$ cat config.mk
export PLATFORM = sky130hd
export DESIGN_NAME = j202_wb_arbiter
export DESIGN_NICKNAME = d
export VERILOG_FILES = /design/src/rtl/j202_wb_arbiter.sv
export SDC_FILE = /design/constraint.sdc
export NUM_CORES = 1
export LEC_CHECK = 0
export ABC_AREA = 0
export CORE_AREA = 2 2 124 126
export CTS_CLUSTER_DIAMETER = 80
export DETAILED_ROUTE_END_ITERATION = 12
export DIE_AREA = 0 0 126 128
export PLACE_DENSITY = 0.58
export SETUP_SLACK_MARGIN = 0.5
export SYNTH_ARGS = -nofsm -noshare
export SYNTH_HDL_FRONTEND = slang
export SYNTH_SLANG_ARGS = --single-unit
$ cat constraint.sdc
create_clock -name wb_clk_i -period 2.3 [get_ports wb_clk_i]
set_input_delay 0.23 -clock wb_clk_i [delete_from_list [all_inputs] [get_ports wb_clk_i]]
set_output_delay 0.23 -clock wb_clk_i [all_outputs]
set_load 0.01 [all_outputs]
$ cat src/rtl/j202_wb_arbiter.sv
`default_nettype none
// ============================================================================
// Module   : j202_wb_arbiter
// Purpose  : Round-robin two-master Wishbone classic arbiter with bus timeout.
// Revision : 1.0 - initial release
// ============================================================================
module j202_wb_arbiter #(
    parameter int AW      = 32,
    parameter int TIMEOUT = 255
) (
    input  logic          wb_clk_i,
    input  logic          wb_rst_ni,
    input  logic          m0_cyc_i,
    input  logic          m0_stb_i,
    input  logic          m0_we_i,
    input  logic [AW-1:0] m0_adr_i,
    input  logic [31:0]   m0_dat_i,
    input  logic [3:0]    m0_sel_i,
    output logic [31:0]   m0_dat_o,
    output logic          m0_ack_o,
    output logic          m0_err_o,
    input  logic          m1_cyc_i,
    input  logic          m1_stb_i,
    input  logic          m1_we_i,
    input  logic [AW-1:0] m1_adr_i,
    input  logic [31:0]   m1_dat_i,
    input  logic [3:0]    m1_sel_i,
    output logic [31:0]   m1_dat_o,
    output logic          m1_ack_o,
    output logic          m1_err_o,
    output logic          s_cyc_o,
    output logic          s_stb_o,
    output logic          s_we_o,
    output logic [AW-1:0] s_adr_o,
    output logic [31:0]   s_dat_o,
    output logic [3:0]    s_sel_o,
    input  logic [31:0]   s_dat_i,
    input  logic          s_ack_i,
    input  logic          s_err_i,
    output logic [1:0]    grant_o,
    output logic          timeout_o
);

    // A disabled timeout still needs a legal 1-bit counter.
    localparam int          TW     = (TIMEOUT > 0) ? $clog2(TIMEOUT + 1) : 1;
    localparam logic        TO_EN  = (TIMEOUT != 0);
    localparam logic [TW-1:0] TO_VAL = TW'(TIMEOUT);

    typedef enum logic [1:0] {
        IDLE = 2'd0,
        BUS0 = 2'd1,
        BUS1 = 2'd2
    } state_t;

    state_t        state_q, state_d;
    logic          last_q, last_d;
    logic [TW-1:0] cnt_q, cnt_d;

    logic          w_req0, w_req1, w_sel1, w_busy, w_resp, w_timeout;
    logic          w_cyc, w_stb, w_we, w_ack, w_err;
    logic [AW-1:0] w_adr;
    logic [31:0]   w_dat;
    logic [3:0]    w_sel;

    always_comb begin
        w_req0 = m0_cyc_i & m0_stb_i;
        w_req1 = m1_cyc_i & m1_stb_i;
        w_sel1 = (state_q == BUS1);
        w_busy = (state_q != IDLE);
        w_cyc  = w_sel1 ? m1_cyc_i : m0_cyc_i;
        w_stb  = w_sel1 ? m1_stb_i : m0_stb_i;
        w_we   = w_sel1 ? m1_we_i  : m0_we_i;
        w_adr  = w_sel1 ? m1_adr_i : m0_adr_i;
        w_dat  = w_sel1 ? m1_dat_i : m0_dat_i;
        w_sel  = w_sel1 ? m1_sel_i : m0_sel_i;
        w_resp = s_ack_i | s_err_i;
        // A slave response or a master abort in the deadline cycle pre-empts the timeout.
        w_timeout = w_busy & TO_EN & w_cyc & ~w_resp & (cnt_q == TO_VAL);

        s_cyc_o = w_busy & w_cyc & ~w_timeout;
        s_stb_o = w_busy & w_stb & ~w_timeout;
        s_we_o  = w_busy & w_we;
        s_adr_o = w_busy ? w_adr : '0;
        s_dat_o = w_busy ? w_dat : '0;
        s_sel_o = w_busy ? w_sel : '0;

        // Error dominates ack when the slave raises both.
        w_ack = s_ack_i & ~s_err_i;
        w_err = s_err_i | w_timeout;

        m0_dat_o = (state_q == BUS0) ? s_dat_i : '0;
        m0_ack_o = (state_q == BUS0) & w_ack;
        m0_err_o = (state_q == BUS0) & w_err;
        m1_dat_o = w_sel1 ? s_dat_i : '0;
        m1_ack_o = w_sel1 & w_ack;
        m1_err_o = w_sel1 & w_err;

        grant_o   = {w_sel1, (state_q == BUS0)};
        timeout_o = w_timeout;
    end

    always_comb begin
        state_d = state_q;
        last_d  = last_q;
        cnt_d   = cnt_q;
        case (state_q)
            IDLE: begin
                cnt_d = '0;
                if (w_req0 && (!w_req1 || last_q)) begin
                    state_d = BUS0;
                    last_d  = 1'b0;
                end else if (w_req1) begin
                    state_d = BUS1;
                    last_d  = 1'b1;
                end
            end
            BUS0, BUS1: begin
                if (!w_cyc || w_timeout) begin
                    state_d = IDLE;
                    cnt_d   = '0;
                end else if (w_resp) begin
                    cnt_d = '0;
                end else if (w_stb) begin
                    cnt_d = cnt_q + TW'(1);
                end
            end
            default: begin
                state_d = IDLE;
                cnt_d   = '0;
            end
        endcase
    end

    always_ff @(posedge wb_clk_i or negedge wb_rst_ni) begin
        if (!wb_rst_ni) begin
            state_q <= IDLE;
            last_q  <= 1'b1;
            cnt_q   <= '0;
        end else begin
            state_q <= state_d;
            last_q  <= last_d;
            cnt_q   <= cnt_d;
        end
    end

endmodule
`default_nettype wire

-- Word level (Yosys, flattened, before mapping)
Index checks and enable logic that the tools add are counted.
- word-level logic and storage cells: 61
- output and inout bits: 142
- input port bits: 178
- flip-flop bits (word level): 11
- equality and inequality tests: 6
- bitwise logic cells: 19
- add/sub/neg operators: 1
- reductions and logical operators: 11
- multiplexer cells: 21
- operators with widths (operator ; number):
    two-way mux 32 bit ; 6
    two-way mux 8 bit ; 4
    bitwise AND 1 bit ; 14
    adder 8 x 1 -> 8 bit, second input constant ; 1
    equality test 8 bit, second input constant ; 1
    two-way mux 4 bit ; 2
    two-way mux 2 bit ; 3
    two-way mux 1 bit ; 5
    != test 4 bit, second input constant ; 1
    one-hot mux 2 bit (2 select lines) ; 1
    AND reduction 2 bit ; 2
    nonzero test 2 bit ; 2
    != test 3 bit, second input constant ; 1
    inverter 1 bit ; 3
    equality test 2 x 1 -> 1 bit, second input constant ; 1
    equality test 2 bit, second input constant ; 1
    zero test 1 bit ; 2
    zero test 2 bit ; 1
    logical OR 1 bit ; 2
    != test 2 bit, second input constant ; 1
    OR 1 bit ; 2
    OR reduction 2 bit ; 1
    logical AND 1 bit ; 1

-- Longest topological paths before layout
Gate-level depths: netlist of run 1.
- word-level depth: 8
- mapped depth: 7
- gate-level depth less buffers: 6

-- Worst setup path after synthesis of run 1
Ideal clock, no wire load.
- kind: reg-to-output
- from: register state_q[0]
- to: output port m0_err_o
- path slack: 439 ps
- stages on the path, launching flop included: 6
- data arrival time: 1631 ps
- cell sequence: dfrtp_1 inv_1 ha_1 or3_4 nor4_2 o21a_1
- longest elaborated chain between the ends: 7
- ends and longest elaborated chain (what ; line ; text):
    start: declaration ; 55 ; state_t state_q, state_d;
    start signal: assignment ; 140 ; state_q <= state_d;
    equality test 2 bit ; 68 ; w_sel1 = (state_q == BUS1);
    two-way mux 1 bit ; 70 ; w_cyc = w_sel1 ? m1_cyc_i : m0_cyc_i;
    bitwise AND 1 bit * (3 in a row) ; 78 ; w_timeout = w_busy & TO_EN & w_cyc & ~w_resp & (cnt_q == TO_VAL);
    net timeout_o ; 41 ; output logic timeout_o
    OR 1 bit * ; 89 ; w_err = s_err_i | w_timeout;
    bitwise AND 1 bit * ; 93 ; m0_err_o = (state_q == BUS0) & w_err;
    end: declaration ; 21 ; output logic m0_err_o,
Mark *: on every way through the listed nets, which the timed path passes. The rest lies on a longest branch.

-- Worst setup path in the final report of run 1
- from: register state_q[1]
- to: output port m1_err_o
- longest elaborated chain between the ends: 7
- ends and longest elaborated chain (what ; line ; text):
    equality test 2 bit ; 68 ;
    two-way mux 1 bit ; 70 ;
    bitwise AND 1 bit (3 in a row) ; 78 ;
    OR 1 bit ; 89 ;
    bitwise AND 1 bit * ; 96 ; m1_err_o = w_sel1 & w_err;
    end: declaration ; 30 ; output logic m1_err_o,
Every way passes the cells marked *; elsewhere a longest branch is shown, timed or not.

==> flow_summary.yaml, run 1 <==
timing:
  drv_slew: 0
  finalHoldViolCount: 0
  rsz0062_at_grt: "yes"
  timing.max_slew.rel_slack_pct: 65.3
  skew_ps: 0.609
  period_share_pct: 94.4
  setup_tns_ps: 0
  worstMarginPinSlew_ps: 518
  period_minus_slack_ps: 2170
  setup_viol: 0
  fmax_mhz: 461
yosys:
  synth_area_leaders: "mux2i_1 33%, and2_1 19%, nor2_1 14%"
  yosys.area.top_type: "mux2i_1"
  synth_top_area_share_pct: 32.5
  yosysSeqAreaShare_pct: 12.7
  ys.warnings.count: 0
  syn-cell-area_um2: 2180
  synthSimpleGateAreaFrac_pct: 38.2
  synth-compound-area-share_pct: 4.18
  synth_adder_area_share_pct: 2.29
  synth.distinct_cells: 33
  syn_inst: 297
  ys_ff_latch: 11
  syn_nets: 479
  synth_top_family_by_area: "simple AND/OR/NAND/NOR gates"
  avgSynthCellArea_um2: 7.36
  synth_mux_area_share_pct: 34.1
  synth_xor_area_share_pct: 2.81
placed_design:
  gp_congestion: 0.835
  numPortBuffers: 319
  hpwl_um: 10700
pwr:
  p_clk_share_pct: 5.8
  combPwrFrac_pct: 89.7
  ir_worst_vdd_mv: 0.373
  p_per_area_nw_per_um2: 822
  p_leak_uw: 0.00326
  power.switching_uw: 2220
  p_sw_share_pct: 41.3
  internal_power_uw: 3160
  pwr-share-seq_pct: 4.5
clock_network:
  root_buffer: "clkbuf_16"
  clkLatencyLatePin_ps: 230
  cts-buffers-inserted: 3
  cts.clk_slew.worst_paths_ps: 40
  cts_tree: "done"
  clkSinkCount: 11
  htreeDepth: 1
  clockBufferDepth: 2
die:
  fp.dieH_um: 128
  placementRows: 45
  die_w_um: 126
  die-area_um2: 16100
  start_util_pct: 14.7
  ioPinCount: 320
  fp.coreArea_um2: 14900
detailed_routing:
  drt-pass1-iter-count: 4
  post_drt_wl_per_cell_um: 18.1
  wl_um: 15700
  drt-initial-drc-count: 107
  drcViolationCount: 0
  avgViaCountPerCell: 4.15
  vias: 3584
  ant_nets: 0
global_routing:
  grt_max_degree: 77
  gr-usage-all-layers_pct: 16.4
  grt_pass1_wl_um: 21000
  grt_overflow: 0
  grt_pass1_vias: 3530
  antenna_found_initial: 0
critical_path:
  critPathTopFamily: "buffers and inverters"
  crit_path_end_kind: "output pin"
  critPathSlowestCell: "dfrtp_1"
  worstPathArrival_ps: 1940
  cp_cell_sequence: "ha_4 -> buf_12 -> mux2i_4 -> nor4_4 -> buf_4 -> o21a_1 -> buf_2"
  start_kind: "register"
  max_stage_delay_ps: 420
  path_buf_inv: 3
  crit_type: "register to output pin"
  cp_max_fo: 7
  worstPathRequired_ps: 2070
cells_and_area:
  n_fill_cell: 1499
  synthToLayoutAreaGrowth_pct: 200
  final_net_count: 859
  antenna-diode-count: 0
  drive_gt1_share_pct: 35.9
  fin_util_pct: 44.0
status:
  outcome: "complete, no violations"
flow_run:
  max_cap_viol_count: 0
min_path:
  worstHoldPathType: "input port to async pin"
state kept, by name, summed over array words and instances, names as in the netlist:
name / flops
cnt_q: 8
last_q: 1
state_q: 2
timing repair:
item	in CTS	in global routing
setup buffers	34	20
endpoints found under the setup margin	152	148
gates resized for setup	424	167
pin swaps	14	10
endpoints found under the hold margin	0	0
hold buffers	0	0
cloned	8	7
metal layers:
layer / up-vias / wire (um) / GRT usage, %
li1: 1750 / - / -
met1: 1683 / 6670 / 21.2
met2: 137 / 8090 / 29.9
met3: 14 / 747 / 2.25
met4: 0 / 145 / 2.26
met5: - / 0 / 0
layout make-up:
cell class / count / area (um^2) / share of cell area [%]
Inverter: 3 / 11.3 / 0.172
Sequential cell: 11 / 277 / 4.22
Clock buffer: 4 / 78.8 / 1.20
Multi-Input combinational cell: 259 / 2000 / 30.6
Tap cell: 188 / 235 / 3.59
Timing Repair Buffer: 399 / 3940 / 60.2
path summary, 6_finish.rpt:
kind | start | endpoint | slack, ps | depth (start not counted)
setup / recovery | state_q[1] | m1_err_o | 130 | 7
hold / removal | wb_rst_ni | cnt_q[0] | 340 | 1
setup reg to reg | state_q[1] | cnt_q[6] | 360 | 9
hold reg to reg | last_q | last_q | 560 | 2
max in group asynchronous | wb_rst_ni | last_q | 1600 | 1
min in group wb_clk_i | last_q | last_q | 560 | 2
cells in the final DEF, fill, tap and decap left out, types with 9 or more instances in the layout:
master,instances
clkdlybuf4s50_1,177
clkbuf_16,9
mux2i_1,62
buf_6,33
clkbuf_2,18
buf_8,9
buf_4,23
nor2_1,79
buf_16,10
dfrtp_1,10
dlymetal6s2s_1,22
and2_1,51
buf_12,12
and2_4,14
buf_2,86
cell usage after synthesis (all sizes together):
cell / instances
xnor2: 6
xor2: 1
and2: 65
nor4b: 1
o21ai: 1
ha: 4
nor2b: 1
dfstp: 1
buf: 11
clkbuf: 13
nand4: 1
or3: 1
nor4: 2
o21a: 2
nor2: 79
a31oi: 2
inv: 3
mux2i: 72
nor3b: 1
dfrtp: 10
o311ai: 2
and3b: 2
nand2: 5
o211ai: 1
mux2: 1
nand3: 2
a21oi: 2
nor3: 4
o2bb2ai: 1
worst reg2reg max path, stage by stage (launching register included):
cell and delay (ps):
dfrtp_1 420, ha_4 190, buf_12 140, buf_16 140
buf_6 120, mux2i_4 190, buf_6 170, nor4b_4 220
xnor2_1 150, nor2_1 60
cell families (layout without fill, tap and decap cells):
family	after synthesis	count (layout)
adder cells (fa/ha/maj)	4	4
flip-flops	11	11
AND/OR/NAND/NOR	164	164
AO/OA/AOI/OAI	11	11
multiplexers	73	73
buffers and inverters	27	406
XOR/XNOR	7	7
stage by stage:
stage / total power, uW / instances / hold slack, ps / cell area [um^2] / setup WS, ps
after floorplan: 1910 / 297 / -65.6 / 2190 / 541
after global placement: 3910 / 791 / 529 / 5630 / 68.7
after detailed placement: 3940 / 791 / 546 / 5630 / 16.2
after CTS: 4750 / 837 / 367 / 6060 / 109
after global routing: 5690 / 864 / 385 / 6550 / 72.4
final: 5380 / 864 / 344 / 6550 / 129
power groups by stage:
stage / clock (uW) / combinational, uW / sequential (uW)
after global routing: 337 / 5100 / 245
after global placement: 0 / 3670 / 244
after detailed placement: 0 / 3700 / 245
after floorplan: 0 / 1670 / 239
final: 311 / 4820 / 243
after CTS: 322 / 4190 / 243
(Power assumes the default switching activity.)
==> inputs of run 2 (changes only) <==
--- a/config.mk
+++ b/config.mk
@@ -10,8 +10,10 @@
 export CTS_CLUSTER_DIAMETER = 80
 export DETAILED_ROUTE_END_ITERATION = 12
 export DIE_AREA = 0 0 126 128
+export HOLD_SLACK_MARGIN = 0.08
 export PLACE_DENSITY = 0.58
 export SETUP_SLACK_MARGIN = 0.5
+export SKIP_LAST_GASP = 1
 export SYNTH_ARGS = -nofsm -noshare
 export SYNTH_HDL_FRONTEND = slang
 export SYNTH_SLANG_ARGS = --single-unit
==> results of run 2 <==
Same layout as run 1: the final DEF is identical, and so are final timing and power.
